`config.mk`:
```
export PLATFORM = sky130hd
export DESIGN_NAME = i2c_slave_regbank
export DESIGN_NICKNAME = d
export VERILOG_FILES = /design/src/rtl/i2c_pkg.sv /design/src/rtl/i2c_bus_monitor.sv /design/src/rtl/i2c_slave_regbank.sv
export SDC_FILE = /design/constraint.sdc
export NUM_CORES = 1
export LEC_CHECK = 0
export CORE_ASPECT_RATIO = 1.75
export CORE_UTILIZATION = 45
export DETAILED_ROUTE_END_ITERATION = 10
export DONT_BUFFER_PORTS = 1
export HOLD_SLACK_MARGIN = 0.08
export PLACE_DENSITY = 0.64
export SLEW_MARGIN = 20
export SYNTH_ARGS = -nofsm -noshare
export SYNTH_HDL_FRONTEND = slang
export SYNTH_SLANG_ARGS = --single-unit
```
`constraint.sdc`:
```
create_clock -name clk -period 8.4 [get_ports clk]
set_input_delay 1.68 -clock clk [delete_from_list [all_inputs] [get_ports clk]]
set_output_delay 1.68 -clock clk [all_outputs]
set_load 0.005 [all_outputs]
```
`src/rtl/i2c_pkg.sv`:
```
// i2c_pkg: shared state encoding and bus constants for the I2C target
package i2c_pkg;
   typedef enum logic [3:0] {
      IDLE, ADDR, ADDR_ACK, PTR, PTR_ACK, WDATA, WDATA_ACK, RDATA, RACK, WAIT_STOP
   } state_t;
   localparam logic RW_WRITE = 1'b0;
   localparam logic RW_READ = 1'b1;
   localparam logic [6:0] DEF_SLAVE_ADDR = 7'h50;
endpackage

```
`src/rtl/i2c_bus_monitor.sv`:
```
// i2c_bus_monitor: synchronises SCL/SDA and flags clock edges, START and STOP
module i2c_bus_monitor #(
   parameter int SYNC_STAGES = 2
) (
   input  logic clk,
   input  logic rst,
   input  logic scl_in,
   input  logic sda_in,
   output logic scl_rise,
   output logic scl_fall,
   output logic start_det,
   output logic stop_det,
   output logic sda_s
);
   logic [SYNC_STAGES-1:0] scl_sync, sda_sync;
   logic scl_s, scl_prev, sda_prev;
   always_ff @(posedge clk or posedge rst)
      if (rst) begin
         scl_sync <= '1;
         sda_sync <= '1;
         scl_prev <= 1'b1;
         sda_prev <= 1'b1;
      end else begin
         scl_sync <= {scl_sync[SYNC_STAGES-2:0], scl_in};
         sda_sync <= {sda_sync[SYNC_STAGES-2:0], sda_in};
         scl_prev <= scl_s;
         sda_prev <= sda_s;
      end
   assign scl_s = scl_sync[SYNC_STAGES-1];
   assign sda_s = sda_sync[SYNC_STAGES-1];
   assign scl_rise = scl_s & ~scl_prev;
   assign scl_fall = ~scl_s & scl_prev;
   assign start_det = scl_s & scl_prev & sda_prev & ~sda_s;
   assign stop_det = scl_s & scl_prev & ~sda_prev & sda_s;
endmodule

```
`src/rtl/i2c_slave_regbank.sv`:
```
// i2c_slave_regbank: I2C target with an auto-incrementing register bank
module i2c_slave_regbank
   import i2c_pkg::*;
#(
   parameter logic [6:0] SLAVE_ADDR = DEF_SLAVE_ADDR,
   parameter int DATA_W = 8,
   parameter int DEPTH = 16,
   parameter int PTR_W = 4,
   parameter int SYNC_STAGES = 2
) (
   input  logic              clk,
   input  logic              rst,
   input  logic              scl_in,
   input  logic              sda_in,
   output logic              sda_oe,
   output logic              busy,
   output logic              wr_stb,
   output logic [PTR_W-1:0]  wr_ptr,
   output logic              done,
   output logic              ack_err,
   input  logic [PTR_W-1:0]  host_ptr,
   output logic [DATA_W-1:0] host_rdata
);
   state_t state, state_n;
   logic [2:0] bit_cnt, bit_cnt_n;
   logic [DATA_W-1:0] shreg, shreg_n, byte_in, rdata;
   logic [PTR_W-1:0] ptr, ptr_n, wr_ptr_n;
   logic rw, rw_n, matched, matched_n, ackd, ackd_n, we;
   logic sda_oe_n, busy_n, wr_stb_n, done_n, ack_err_n;
   logic scl_rise, scl_fall, start_det, stop_det, sda_s;
   logic [DATA_W-1:0] mem [DEPTH];

   i2c_bus_monitor #(.SYNC_STAGES(SYNC_STAGES)) u_mon (
      .clk(clk), .rst(rst), .scl_in(scl_in), .sda_in(sda_in),
      .scl_rise(scl_rise), .scl_fall(scl_fall), .start_det(start_det),
      .stop_det(stop_det), .sda_s(sda_s)
   );

   assign byte_in = {shreg[DATA_W-2:0], sda_s};
   assign rdata = mem[ptr];
   assign host_rdata = mem[host_ptr];

   always_ff @(posedge clk or posedge rst)
      if (rst) begin
         state <= IDLE;
         bit_cnt <= '0;
         shreg <= '0;
         ptr <= '0;
         rw <= 1'b0;
         matched <= 1'b0;
         ackd <= 1'b0;
         sda_oe <= 1'b0;
         busy <= 1'b0;
         wr_stb <= 1'b0;
         wr_ptr <= '0;
         done <= 1'b0;
         ack_err <= 1'b0;
      end else begin
         state <= state_n;
         bit_cnt <= bit_cnt_n;
         shreg <= shreg_n;
         ptr <= ptr_n;
         rw <= rw_n;
         matched <= matched_n;
         ackd <= ackd_n;
         sda_oe <= sda_oe_n;
         busy <= busy_n;
         wr_stb <= wr_stb_n;
         wr_ptr <= wr_ptr_n;
         done <= done_n;
         ack_err <= ack_err_n;
      end

   always_ff @(posedge clk or posedge rst)
      if (rst) for (int i = 0; i < DEPTH; i++) mem[i] <= DATA_W'(i);
      else if (we) mem[ptr] <= byte_in;

   always_comb begin
      state_n = state;
      bit_cnt_n = bit_cnt;
      shreg_n = shreg;
      ptr_n = ptr;
      rw_n = rw;
      matched_n = matched;
      ackd_n = ackd;
      sda_oe_n = sda_oe;
      busy_n = busy;
      wr_stb_n = 1'b0;
      wr_ptr_n = wr_ptr;
      done_n = 1'b0;
      ack_err_n = ack_err;
      we = 1'b0;
      if (stop_det) begin
         state_n = IDLE;
         sda_oe_n = 1'b0;
         busy_n = 1'b0;
         done_n = matched;
         matched_n = 1'b0;
         ack_err_n = ack_err | (state == RDATA) | (state == RACK && ackd);
      end else if (start_det) begin
         state_n = ADDR;
         bit_cnt_n = '0;
         sda_oe_n = 1'b0;
         ack_err_n = 1'b0;
         busy_n = 1'b1;
         matched_n = 1'b0;
         ackd_n = 1'b0;
      end else
         case (state)
            ADDR, PTR, WDATA: if (scl_rise) begin
               shreg_n = byte_in;
               bit_cnt_n = bit_cnt + 3'd1;
               if (bit_cnt == 3'd7) begin
                  if (state == ADDR) begin
                     matched_n = byte_in[DATA_W-1:1] == SLAVE_ADDR;
                     rw_n = byte_in[0];
                     state_n = matched_n ? ADDR_ACK : WAIT_STOP;
                  end else if (state == PTR) begin
                     ptr_n = byte_in[PTR_W-1:0];
                     state_n = PTR_ACK;
                  end else begin
                     we = 1'b1;
                     wr_stb_n = 1'b1;
                     wr_ptr_n = ptr;
                     ptr_n = ptr + PTR_W'(1);
                     state_n = WDATA_ACK;
                  end
               end
            end
            // first fall after the byte starts the ACK pulse, the second ends it
            ADDR_ACK, PTR_ACK, WDATA_ACK: if (scl_fall) begin
               sda_oe_n = ~sda_oe;
               bit_cnt_n = '0;
               if (sda_oe) begin
                  if (state == ADDR_ACK && rw == RW_READ) begin
                     state_n = RDATA;
                     shreg_n = rdata;
                     sda_oe_n = ~rdata[DATA_W-1];
                  end else state_n = (state == ADDR_ACK) ? PTR : WDATA;
               end
            end
            RDATA: if (scl_fall) begin
               bit_cnt_n = bit_cnt + 3'd1;
               shreg_n = shreg << 1;
               sda_oe_n = (bit_cnt != 3'd7) & ~shreg[DATA_W-2];
               if (bit_cnt == 3'd7) state_n = RACK;
            end
            RACK: if (scl_rise) begin
               ptr_n = ptr + PTR_W'(1);
               ackd_n = ~sda_s;
               state_n = sda_s ? WAIT_STOP : RACK;
            end else if (scl_fall && ackd) begin
               state_n = RDATA;
               ackd_n = 1'b0;
               bit_cnt_n = '0;
               shreg_n = rdata;
               sda_oe_n = ~rdata[DATA_W-1];
            end
            default: ;
         endcase
   end
endmodule

```
# == After elaboration in Yosys (flattened, before gate mapping) ==
# Index checks and enable logic that the tools add are counted.
# totals
output_inout_bits,17
regBits,164
wordCells,201
# op_classes
bitwise_logic,23
muxes,78
add_sub_neg,2
reduce_logical,27
eq_ne,35
order_cmp,3
# op_table
operator,count
128-bit bitwise mux,1
4-bit two-way mux,17
8-bit binary-select mux with 4-bit select,2
7-bit two-way mux,7
8-bit two-way mux,5
8-bit demux with 4-bit select,1
1-bit two-way mux,31
7-bit case mux with 4 select lines,1
3-bit two-way mux,8
"4-bit != test, second input constant",6
7-bit AND reduction,3
"2-bit != test, second input constant",9
"4-bit by 3-bit == test with 1-bit output, second input constant",4
4-bit case mux with 4 select lines,1
"3-bit != test, second input constant",5
3-bit nonzero test,5
3-bit case mux with 4 select lines,1
1-bit inverter,11
"5-bit >= comparator, second input constant",2
4-bit inverter with 5-bit output,2
10-bit AND reduction,1
5-bit nonzero test,2
1-bit AND,8
"4-bit by 2-bit == test with 1-bit output, second input constant",2
other kinds (25),33

# == Depth between registers and ports, before layout ==
# Gate-level depths: netlist of the first run.
# depth
depth_word,11
ltp_mapped,8

# == Cells and area by module ==
# A second synthesis of the first run with hierarchy kept.
# unflattened
hier_cells,668
hier_area_um2,9042.4
# by_module_without_submodules
module,cells_each,area_each_um2,seq_area_each_um2,n_inst
i2c_slave_regbank,657,8848.5,3993.8,1
i2c_bus_monitor,11,193.9,157.7,1

# == Least setup slack after synthesis of the first run ==
# OpenSTA, ideal clock, no wires.
# synth_path
kind,input -> output
from,in host_ptr[0]
to,out host_rdata[4]
stages,4
arrival_ns,3.193
slack_ns,3.527
required_time_ns,6.720
path_buffers,2
cell_sequence,clkbuf_1 > buf_2 > mux4_2 > mux4_2
# synth_via
elab_chain_cells,4
# synth_rtl
element,line,text
start: declaration,i2c_slave_regbank.sv:21,"input logic [PTR_W-1:0] host_ptr,"
4-bit inverter with 5-bit output (not written as such),i2c_slave_regbank.sv:41,assign host_rdata = mem[host_ptr];
8-bit binary-select mux with 4-bit select,i2c_slave_regbank.sv:41,
8-bit two-way mux (not written as such) (2 in series),i2c_slave_regbank.sv:41,
end: declaration,i2c_slave_regbank.sv:22,output logic [DATA_W-1:0] host_rdata
# Every way passes these cells. The select of a mux whose other input is x is not followed.

# == Worst setup path after layout of the first run ==
# layout_path
from,in host_ptr[0]
to,out host_rdata[7]
# Same word-level chain as after synthesis.

==> impl_metrics.yaml, run 1 <==
setup_path:
  worst_path_most_repeated_cell: "mux4_2"
  cp_required_ns: 6.72
  worstSetupEndpointType: "output pin"
  critPathKind: "in -> out"
  worst_setup_start_kind: "primary input"
  critical_path.n_buffers_inverters: 0
  max_stage_delay_ns: 0.55
  ff2ff_setup_slack_ns: 5.68
  slowest_stage: "mux4_2"
  worst-path-max-fanout: 32
  critical_path_arrival_ns: 2.73
  worstPathCellList: "mux4_2 > mux4_2"
  r2r.worst_path.cells: 5
  critical-path-top-delay-family: "multiplexers"
  critical_path_depth: 2
yosys:
  synth_seq_area_share_pct: 46.4
  mappedNetlistArea_mm2: 0.00895
  async_flop_share_pct: 100
  syn_inst: 649
  synth-edff-count: 0
  post_synth_num_cell_types: 55
  ys_flop_type: "dfrtp_1"
  postSynthNetCount: 663
  synth_area_per_cell_um2: 13.8
  flop_and_latch_count_out_of_synthesis: 164
  yosys_warnings: 0
layout:
  finalInstanceArea_mm2: 0.00966
  postLayoutCoreUtil_pct: 50.1
  final_common_cell: "mux2_2"
  drive_above_1_share_pct: 45.1
  final_cell_mix: "mux2_2, dfrtp_1, mux4_2"
  area_delta_synth_final_pct: 7.98
  nNetsFinal: 633
  number_of_diodes_added_for_antenna_fixing: 0
global_routing:
  grt_util_all_layers_pct: 23.1
  global_route_wire_length_before_repair_um: 34100
  grt_start_max_net_pins: 116
  gr_ovfl_total: 0
  first_global_vias: 5806
  antenna_violations_before_repair: 0
sta:
  final_number_of_max_transition_violations: 0
  totalNegativeSetupSlack_ns: 0
  slew_headroom_pct: 32.8
  clock_skew_ns: 0.0103
  fin_crit_sh_pct: 52.5
  finalHoldWorstSlack_ns: 0.355
  timing_worst_slew_pin_value_ns: 1.01
  rsz0062_at_grt: "no"
  finalWorstPathRequiredPeriod_ns: 4.41
  final_hold_viol_count: 0
  max_freq_mhz: 227
  setup_violating_endpoint_count_in_the_final_report: 0
pwr:
  p_switching_w: 0.000796
  pwr_density_cell_mw_per_mm2: 243
  combinationalPowerShare_pct: 22.8
  switching_share_pct: 33.9
  internal_power_w: 0.00155
  ir_worst_vdd_uv: 159
  p_seq_share_pct: 43.3
  relative_contribution_of_the_clock_network_to_total_power_pct: 33.9
  design_power_total_w: 0.00235
  leakagePower_nw: 4.17
die:
  die_area_mm2: 0.0205
  die_height_um: 189
  die_wd_um: 109
  fp_rows: 67
  core_area_mm2: 0.0193
  initial_utilization_pct: 46.4
  top_level_ports: 25
clock_tree:
  numCtsBuffers: 17
  cts_tree: "done"
  cts.path.max_buffers: 2
  clockRootBuffer: "clkbuf_16"
  clk_pin_slew_ns: 0.06
  htreeDepth: 4
  numClockSinks: 164
  insertion_delay_of_the_later_clocked_pin_in_the_worst_skew_pair_ns: 0.43
  cts_repair_resize_count: 0
  cts_hold_buf: 0
  postCtsSetupRepairBufs: 0
route:
  final_antenna_net_count: 0
  drt-pass1-iter-count: 6
  post_drt_via_cell_ratio: 6.40
  num_vias: 5584
  routed_wirelength_um: 22100
  drt-initial-drc-count: 369
  drt-wirelength-per-cell_um: 25.3
  remaining_drc_errors: 0
placement:
  post_dp_cell_area_mm2: 0.00906
  detailedPlacementHpwl_um: 14100
  port-buffer-count: 0
  finalWeightedCongestion: 0.862
min_path:
  timing.hold.worst.class: "reg -> reg"
  timing.hold.worst_path_depth: 0
run:
  maxCapViolations: 0
status:
  outcome: "completed"
worst register-to-register path: cells and delay by family, from the launching register on:
family,cells,cell delay [ns]
flip-flops,1,0.68
multiplexers,1,0.47
AND/OR/NAND/NOR,4,1.45
state kept, by name, indices dropped and copies added, names as in the netlist:
signal          count
mem               128
shreg               7
ptr                 4
state               4
wr_ptr              4
bit_cnt             3
u_mon.scl_sync      2
u_mon.sda_sync      2
ack_err             1
ackd                1
busy                1
done                1
matched             1
rw                  1
sda_oe              1
u_mon.scl_prev      1
u_mon.sda_prev      1
wr_stb              1
power by group through the flow:
stage	Clock, W	Combinational (W)	Sequential (W)
after global routing	0.000839	0.000582	0.00103
after CTS	0.000806	0.000538	0.00101
final	0.000796	0.000534	0.00102
after detailed placement	0	0.000536	0.00103
after floorplan	0	0.000566	0.000873
after global placement	0	0.000522	0.00102
through the flow:
step | cells | setup WS (ns)
after CTS | 873 | 4.01
after detailed placement | 841 | 4.01
after global routing | 873 | 4.00
final | 873 | 3.99
after global placement | 841 | 4.02
after floorplan | 649 | 2.35
synthesized netlist by cell type, drive strengths merged, types with 11 or more instances:
master | number | area (um^2)
mux2i | 31 | 310
dfrtp | 126 | 3150
o21ai | 17 | 85.1
nand2 | 41 | 154
mux2 | 132 | 1490
a21oi | 14 | 70.1
clkbuf | 33 | 124
inv | 11 | 41.3
buf | 20 | 104
mux4 | 72 | 1620
dfstp | 38 | 998
nor2 | 22 | 82.6
worst paths after layout:
| check | start | to |
|---|---|---|
| setup / recovery | host_ptr[0] | host_rdata[7] |
| hold / removal | u_mon.scl_sync[0] | u_mon.scl_sync[1] |
| setup reg to reg | u_mon.scl_sync[1] | mem[79] |
| hold reg to reg | u_mon.scl_sync[0] | u_mon.scl_sync[1] |
| max in group asynchronous | rst | ptr[0] |
| min in group asynchronous | rst | mem[37] |
cell families (layout without fill, tap and decap cells):
family	Yosys count	in the layout	synth area share (%)
simple gates	108	108	6.05
flops	164	164	46.4
compound gates	70	70	5.30
mux	235	235	38.2
fa+ha+maj	6	6	0.839
xor+xnor	2	2	0.196
buf+inv	64	47	3.01
layer usage:
metal  part of all wire, %  up-vias  GRT usage, %  routed length (um)
met1                    38     2979          26.5                8280
met5                     0        -             0                   0
met3                   3.4       51          4.05                 753
li1                      -     2409             -                   -
met2                    55      145          40.4               12000
met4                   4.6        0          12.0                1010
final cells by class:
| class | instances | area (um^2) |
|---|---|---|
| fill | 1685 | 9620 |
| timing repair buffer | 4 | 30.0 |
| clock inverter | 11 | 154 |
| sequential | 164 | 4150 |
| inverter | 11 | 46.3 |
| clock buffer | 21 | 450 |
| tap | 241 | 302 |
| multi-input combinational | 421 | 4530 |
(Power assumes the default switching activity.)
==> run 2: changes to the inputs <==
--- a/config.mk
+++ b/config.mk
@@ -10,7 +10,7 @@
 export DETAILED_ROUTE_END_ITERATION = 10
 export DONT_BUFFER_PORTS = 1
 export HOLD_SLACK_MARGIN = 0.08
-export PLACE_DENSITY = 0.64
+export PLACE_DENSITY = 0.66
 export SLEW_MARGIN = 20
 export SYNTH_ARGS = -nofsm -noshare
 export SYNTH_HDL_FRONTEND = slang
==> constraint.sdc (replaced) <==
create_clock -name clk -period 3.76 [get_ports clk]
set_input_delay 0.752 -clock clk [delete_from_list [all_inputs] [get_ports clk]]
set_output_delay 0.752 -clock clk [all_outputs]
set_load 0.005 [all_outputs]
==> impl_metrics.yaml, run 2 (same netlist as run 1, synthesis figures left out) <==
status:
  outcome: "completed"
clock_tree:
  clk_pin_slew_ns: 0.06
  numClockSinks: 164
  clockRootBuffer: "clkbuf_16"
  cts_hold_buf: 0
  cts_tree: "done"
  insertion_delay_of_the_later_clocked_pin_in_the_worst_skew_pair_ns: 0.43
  postCtsSetupRepairBufs: 0
  htreeDepth: 4
  cts.path.max_buffers: 2
  cts_repair_resize_count: 0
  numCtsBuffers: 17
sta:
  clock_skew_ns: 0.00946
  setup_violating_endpoint_count_in_the_final_report: 0
  final_number_of_max_transition_violations: 0
  totalNegativeSetupSlack_ns: 0
  finalWorstPathRequiredPeriod_ns: 2.86
  final_hold_viol_count: 0
  slew_headroom_pct: 33.8
  timing_worst_slew_pin_value_ns: 0.992
  rsz0062_at_grt: "no"
  max_freq_mhz: 350
  fin_crit_sh_pct: 75.9
setup_path:
  worstSetupEndpointType: "register"
  max_stage_delay_ns: 0.66
  worst-path-max-fanout: 14
  worst_setup_start_kind: "register"
  critical-path-top-delay-family: "simple AND/OR/NAND/NOR gates"
  worstPathCellList: "nor2b_1 > nand2_1 > nor3_2 > nand2_1 > mux2_1"
  critPathKind: "reg -> reg"
  slowest_stage: "dfstp_2"
  critical_path_arrival_ns: 3.17
  worst_path_most_repeated_cell: "nand2_1"
  cp_required_ns: 4.07
  critical_path.n_buffers_inverters: 0
layout:
  reg.largest.list: "mem (128), shreg (7)"
  largest_reg_flops: 128
  layout.filler_cells: 1612
  postLayoutCoreUtil_pct: 50.2
  area_delta_synth_final_pct: 8.18
  final_common_cell: "mux2_2"
  nNetsFinal: 638
  drive_above_1_share_pct: 45.8
  finalInstanceArea_mm2: 0.00968
  final_cell_mix: "mux2_2, dfrtp_1, mux4_2"
  most_flop_heavy_register: "mem"
  number_of_diodes_added_for_antenna_fixing: 0
route:
  final_antenna_net_count: 0
  drt-initial-drc-count: 435
  num_vias: 5797
  remaining_drc_errors: 0
  routed_wirelength_um: 23500
  drt-wirelength-per-cell_um: 26.7
  post_drt_via_cell_ratio: 6.60
  drt-pass1-iter-count: 6
pwr:
  pwr_density_cell_mw_per_mm2: 542
  ir_worst_vdd_uv: 367
  design_power_total_w: 0.00525
  leakagePower_nw: 4.19
run:
  maxCapViolations: 0
global_routing:
  global_route_wire_length_before_repair_um: 36700
  gr_ovfl_total: 0
  grt_util_all_layers_pct: 24.8
  grt_start_max_net_pins: 100
  first_global_vias: 6196
  antenna_violations_before_repair: 0
die:
  initial_utilization_pct: 46.4
  top_level_ports: 25
  die_height_um: 189
  die_area_mm2: 0.0205
  core_area_mm2: 0.0193
  fp_rows: 67
  die_wd_um: 109
placement:
  port-buffer-count: 0
  post_dp_cell_area_mm2: 0.00911
  finalWeightedCongestion: 0.886
  detailedPlacementHpwl_um: 15200
min_path:
  timing.hold.worst.class: "in -> async"
[run 2: cell types whose count changed in the layout (fill, tap and decap cells not counted)]
cell | before | now
clkbuf_1 | 3 | 1
inv_6 | 0 | 1
clkbuf_8 | 1 | 3
clkinvlp_4 | 5 | 4
buf_4 | 4 | 8
buf_12 | 0 | 1
bufinv_16 | 3 | 1
clkinv_2 | 0 | 3
clkinv_4 | 4 | 3
[run 2: final timing paths]
| kind | slack (ns) | cells past startpoint | endpoint | start |
|---|---|---|---|---|
| max in group asynchronous | 2.46 | 2 | ptr[0] | rst |
| setup reg to reg | 0.90 | 5 | mem[71] | u_mon.scl_sync[1] |
| hold / removal | 0.32 | 1 | mem[42] | rst |
| min in group clk | 0.32 | 0 | u_mon.sda_sync[0] | sda_in |
| hold reg to reg | 0.36 | 0 | u_mon.sda_sync[1] | u_mon.sda_sync[0] |
| setup / recovery | 0.90 | 5 | mem[71] | u_mon.scl_sync[1] |
[run 2: layout make-up]
type | instances | area [um^2] | area share, %
Multi-Input combinational cell | 421 | 4530 | 46.8
Sequential cell | 164 | 4150 | 42.9
Clock buffer | 21 | 470 | 4.86
Tap cell | 241 | 302 | 3.12
Clock inverter | 11 | 103 | 1.06
Timing Repair Buffer | 9 | 80.1 | 0.827
Inverter | 11 | 45.0 | 0.465
[run 2: through the flow]
stage                     std cells  hold WS (ns)  worst slack [ns]
final                           878         0.315             0.905
after global routing            878         0.294             0.807
after CTS                       878         0.301             0.956
after detailed placement        846         0.349             0.940
after global placement          846         0.347              1.05
after floorplan                 649         0.345             0.743
[run 2: report_power, final]
| part | total (W) | internal [W] | switching [W] | leakage, nW |
|---|---|---|---|---|
| logic | 0.00125 | 0.000559 | 0.000686 | 1.80 |
| registers | 0.00231 | 0.00187 | 0.000439 | 2.12 |
| clock network | 0.00170 | 0.000965 | 0.000731 | 0.275 |
[run 2: routing by layer]
layer  vias up  part of all wire (%)  track usage, %
li1       2414                     -               -
met1      3080                    37            30.0
met2       241                    53            41.1
met3        62                   4.9            4.57
met4         0                   4.5            14.1
met5         -                     0               0
==> run 3: changes to the inputs <==
==> constraint.sdc (replaced) <==
create_clock -name clk -period 2.3 [get_ports clk]
set_input_delay 0.46 -clock clk [delete_from_list [all_inputs] [get_ports clk]]
set_output_delay 0.46 -clock clk [all_outputs]
set_load 0.005 [all_outputs]
==> impl_metrics.yaml, run 3 (same netlist as run 1, synthesis figures left out) <==
layout:
  reg.largest.list: "mem (128), shreg (7)"
  largest_reg_flops: 128
  most_flop_heavy_register: "mem"
  drive_above_1_share_pct: 51.6
  number_of_diodes_added_for_antenna_fixing: 0
  area_delta_synth_final_pct: 14.6
  stdcell_count: 943
  finalInstanceArea_mm2: 0.0103
  nNetsFinal: 703
  final_cell_mix: "mux2_2, dfrtp_1, mux4_2"
  final_common_cell: "mux2_2"
placement:
  placed_cells: 891
  post-place-ws_ns: 0.0295
  post_dp_cell_area_mm2: 0.00947
  detailedPlacementHpwl_um: 17200
  finalWeightedCongestion: 0.838
  port-buffer-count: 0
setup_path:
  worst_setup_start_kind: "register"
  r2r-start: "bit_cnt[0]"
  worstPathCellList: "mux4_2 > mux4_2"
  ff2ff_setup_slack_ns: 0.07
  r2r.worst_path.cells: 9
  crit-reg2reg-capture: "mem[7]"
  endpoint_of_the_worst_setup_timing_path: "host_rdata[6]"
  cp_required_ns: 1.84
  critPathKind: "reg -> out"
  crit_start: "mem[6]"
  critical_path_depth: 2
  worst-path-max-fanout: 3
  critical-path-top-delay-family: "multiplexers"
  worstSetupEndpointType: "output pin"
  critical_path.n_buffers_inverters: 0
  max_stage_delay_ns: 0.55
  critical_path_arrival_ns: 1.89
  worst_path_most_repeated_cell: "mux4_2"
  slowest_stage: "mux4_2"
pwr:
  combinationalPowerShare_pct: 32.1
  pwr_density_cell_mw_per_mm2: 874
  switching_share_pct: 34.4
  p_seq_share_pct: 36.4
  leakagePower_nw: 4.52
  internal_power_w: 0.00587
  relative_contribution_of_the_clock_network_to_total_power_pct: 31.5
  ir_worst_vdd_uv: 505
  p_switching_w: 0.00309
run:
  maxCapViolations: 0
sta:
  timing_worst_slew_pin_value_ns: 0.745
  slew_headroom_pct: 49.9
  finalWorstPathRequiredPeriod_ns: 2.35
  max_freq_mhz: 425
  final_number_of_max_transition_violations: 0
  setup_violating_endpoint_count_in_the_final_report: 5
  rsz0062_at_grt: "yes"
  worst_slack_ns: -0.0509
  fin_crit_sh_pct: 102
  finalHoldWorstSlack_ns: 0.119
  clock_skew_ns: 0.00739
  final_hold_viol_count: 0
  totalNegativeSetupSlack_ns: -0.146
clock_tree:
  clockRootBuffer: "clkbuf_16"
  cts.path.max_buffers: 2
  cts_tree: "done"
  numCtsBuffers: 17
  insertion_delay_of_the_later_clocked_pin_in_the_worst_skew_pair_ns: 0.43
  numClockSinks: 164
  htreeDepth: 4
  clk_pin_slew_ns: 0.06
die:
  initial_utilization_pct: 46.4
  die_height_um: 189
  core_area_mm2: 0.0193
  fp_rows: 67
  top_level_ports: 25
  die_area_mm2: 0.0205
  die_wd_um: 109
status:
  failed_checks: "setup timing"
  outcome: "complete, but fails checks"
global_routing:
  antenna_violations_before_repair: 0
  first_global_vias: 6452
  grt_util_all_layers_pct: 25.8
  grt_start_max_net_pins: 123
  gr_ovfl_total: 0
  global_route_wire_length_before_repair_um: 38200
route:
  drt-pass1-iter-count: 7
  remaining_drc_errors: 0
  routed_wirelength_um: 24400
  drt-wirelength-per-cell_um: 25.9
  drt-initial-drc-count: 500
  final_antenna_net_count: 0
  num_vias: 5901
  post_drt_via_cell_ratio: 6.26
min_path:
  timing.hold.worst.class: "in -> async"
[run 3: cell types whose count changed in the layout (fill, tap and decap cells not counted), sizes merged]
cell | before | now
buf | 9 | 72
clkbuf | 21 | 23
clkinv | 6 | 4
dlygate4sd3 | 0 | 2
bufinv | 1 | 2
inv | 11 | 10
[run 3: power groups by stage]
stage / combinational, W / sequential [W] / clock (W)
2_1_floorplan: 0.00207 / 0.00319 / 0
3_3_place_gp: 0.00279 / 0.00330 / 0
3_5_place_dp: 0.00284 / 0.00330 / 0
4_1_cts: 0.00286 / 0.00326 / 0.00288
5_1_grt: 0.00310 / 0.00329 / 0.00301
6_report: 0.00287 / 0.00326 / 0.00282
[run 3: layout make-up]
cell class | count | area, um^2
clock buffers | 23 | 478
clock inverters | 9 | 103
fillers | 1627 | 9030
inverters | 11 | 45.0
multi-input cells | 421 | 4570
flip-flops and latches | 164 | 4150
well taps | 241 | 302
repair buffers | 74 | 598
[run 3: how the worst min path moves through the flow]
stage / start / end / slack (ns) / cells past startpoint
floorplan: u_mon.scl_sync[0] / u_mon.scl_sync[1] / 0.35 / 0
global placement: u_mon.sda_sync[0] / u_mon.sda_sync[1] / 0.35 / 0
detailed placement: u_mon.sda_sync[0] / u_mon.sda_sync[1] / 0.35 / 0
CTS: rst / mem[12] / 0.13 / 2
global route: rst / mem[17] / 0.16 / 2
finish: rst / mem[8] / 0.12 / 2
[run 3: metal layers]
metal | share of wire, % | global-route usage (%)
met1 | 36 | 28.0
met2 | 55 | 45.5
met3 | 3.4 | 4.67
met4 | 6.2 | 15.7
met5 | 0 | 0
[run 3: repair_timing]
item                                    in CTS  in global routing
endpoints found under the setup margin       8                113
hold buffers                                 2                  0
pin swaps                                    0                  2
gates resized for setup                      0                 12
setup buffers                               11                  7
cloned                                       0                  0
hold endpoints to repair                     2                  0
[run 3: metrics by stage]
step / total power [W] / util (%)
detailed placement: 0.00615 / 49.1
finish: 0.00896 / 53.2
global route: 0.00939 / 53.2
global placement: 0.00608 / 49.1
floorplan: 0.00526 / -
CTS: 0.00899 / 52.7
[run 3: worst reg2reg max path, stage by stage, from the launching register on]
cell and delay [ns]:
dfrtp_1 0.41, ha_1 0.24, ha_4 0.19, and4bb_2 0.24
nand3_1 0.14, nor2_1 0.07, buf_4 0.15, nand2_1 0.15
buf_4 0.19, mux2_2 0.34
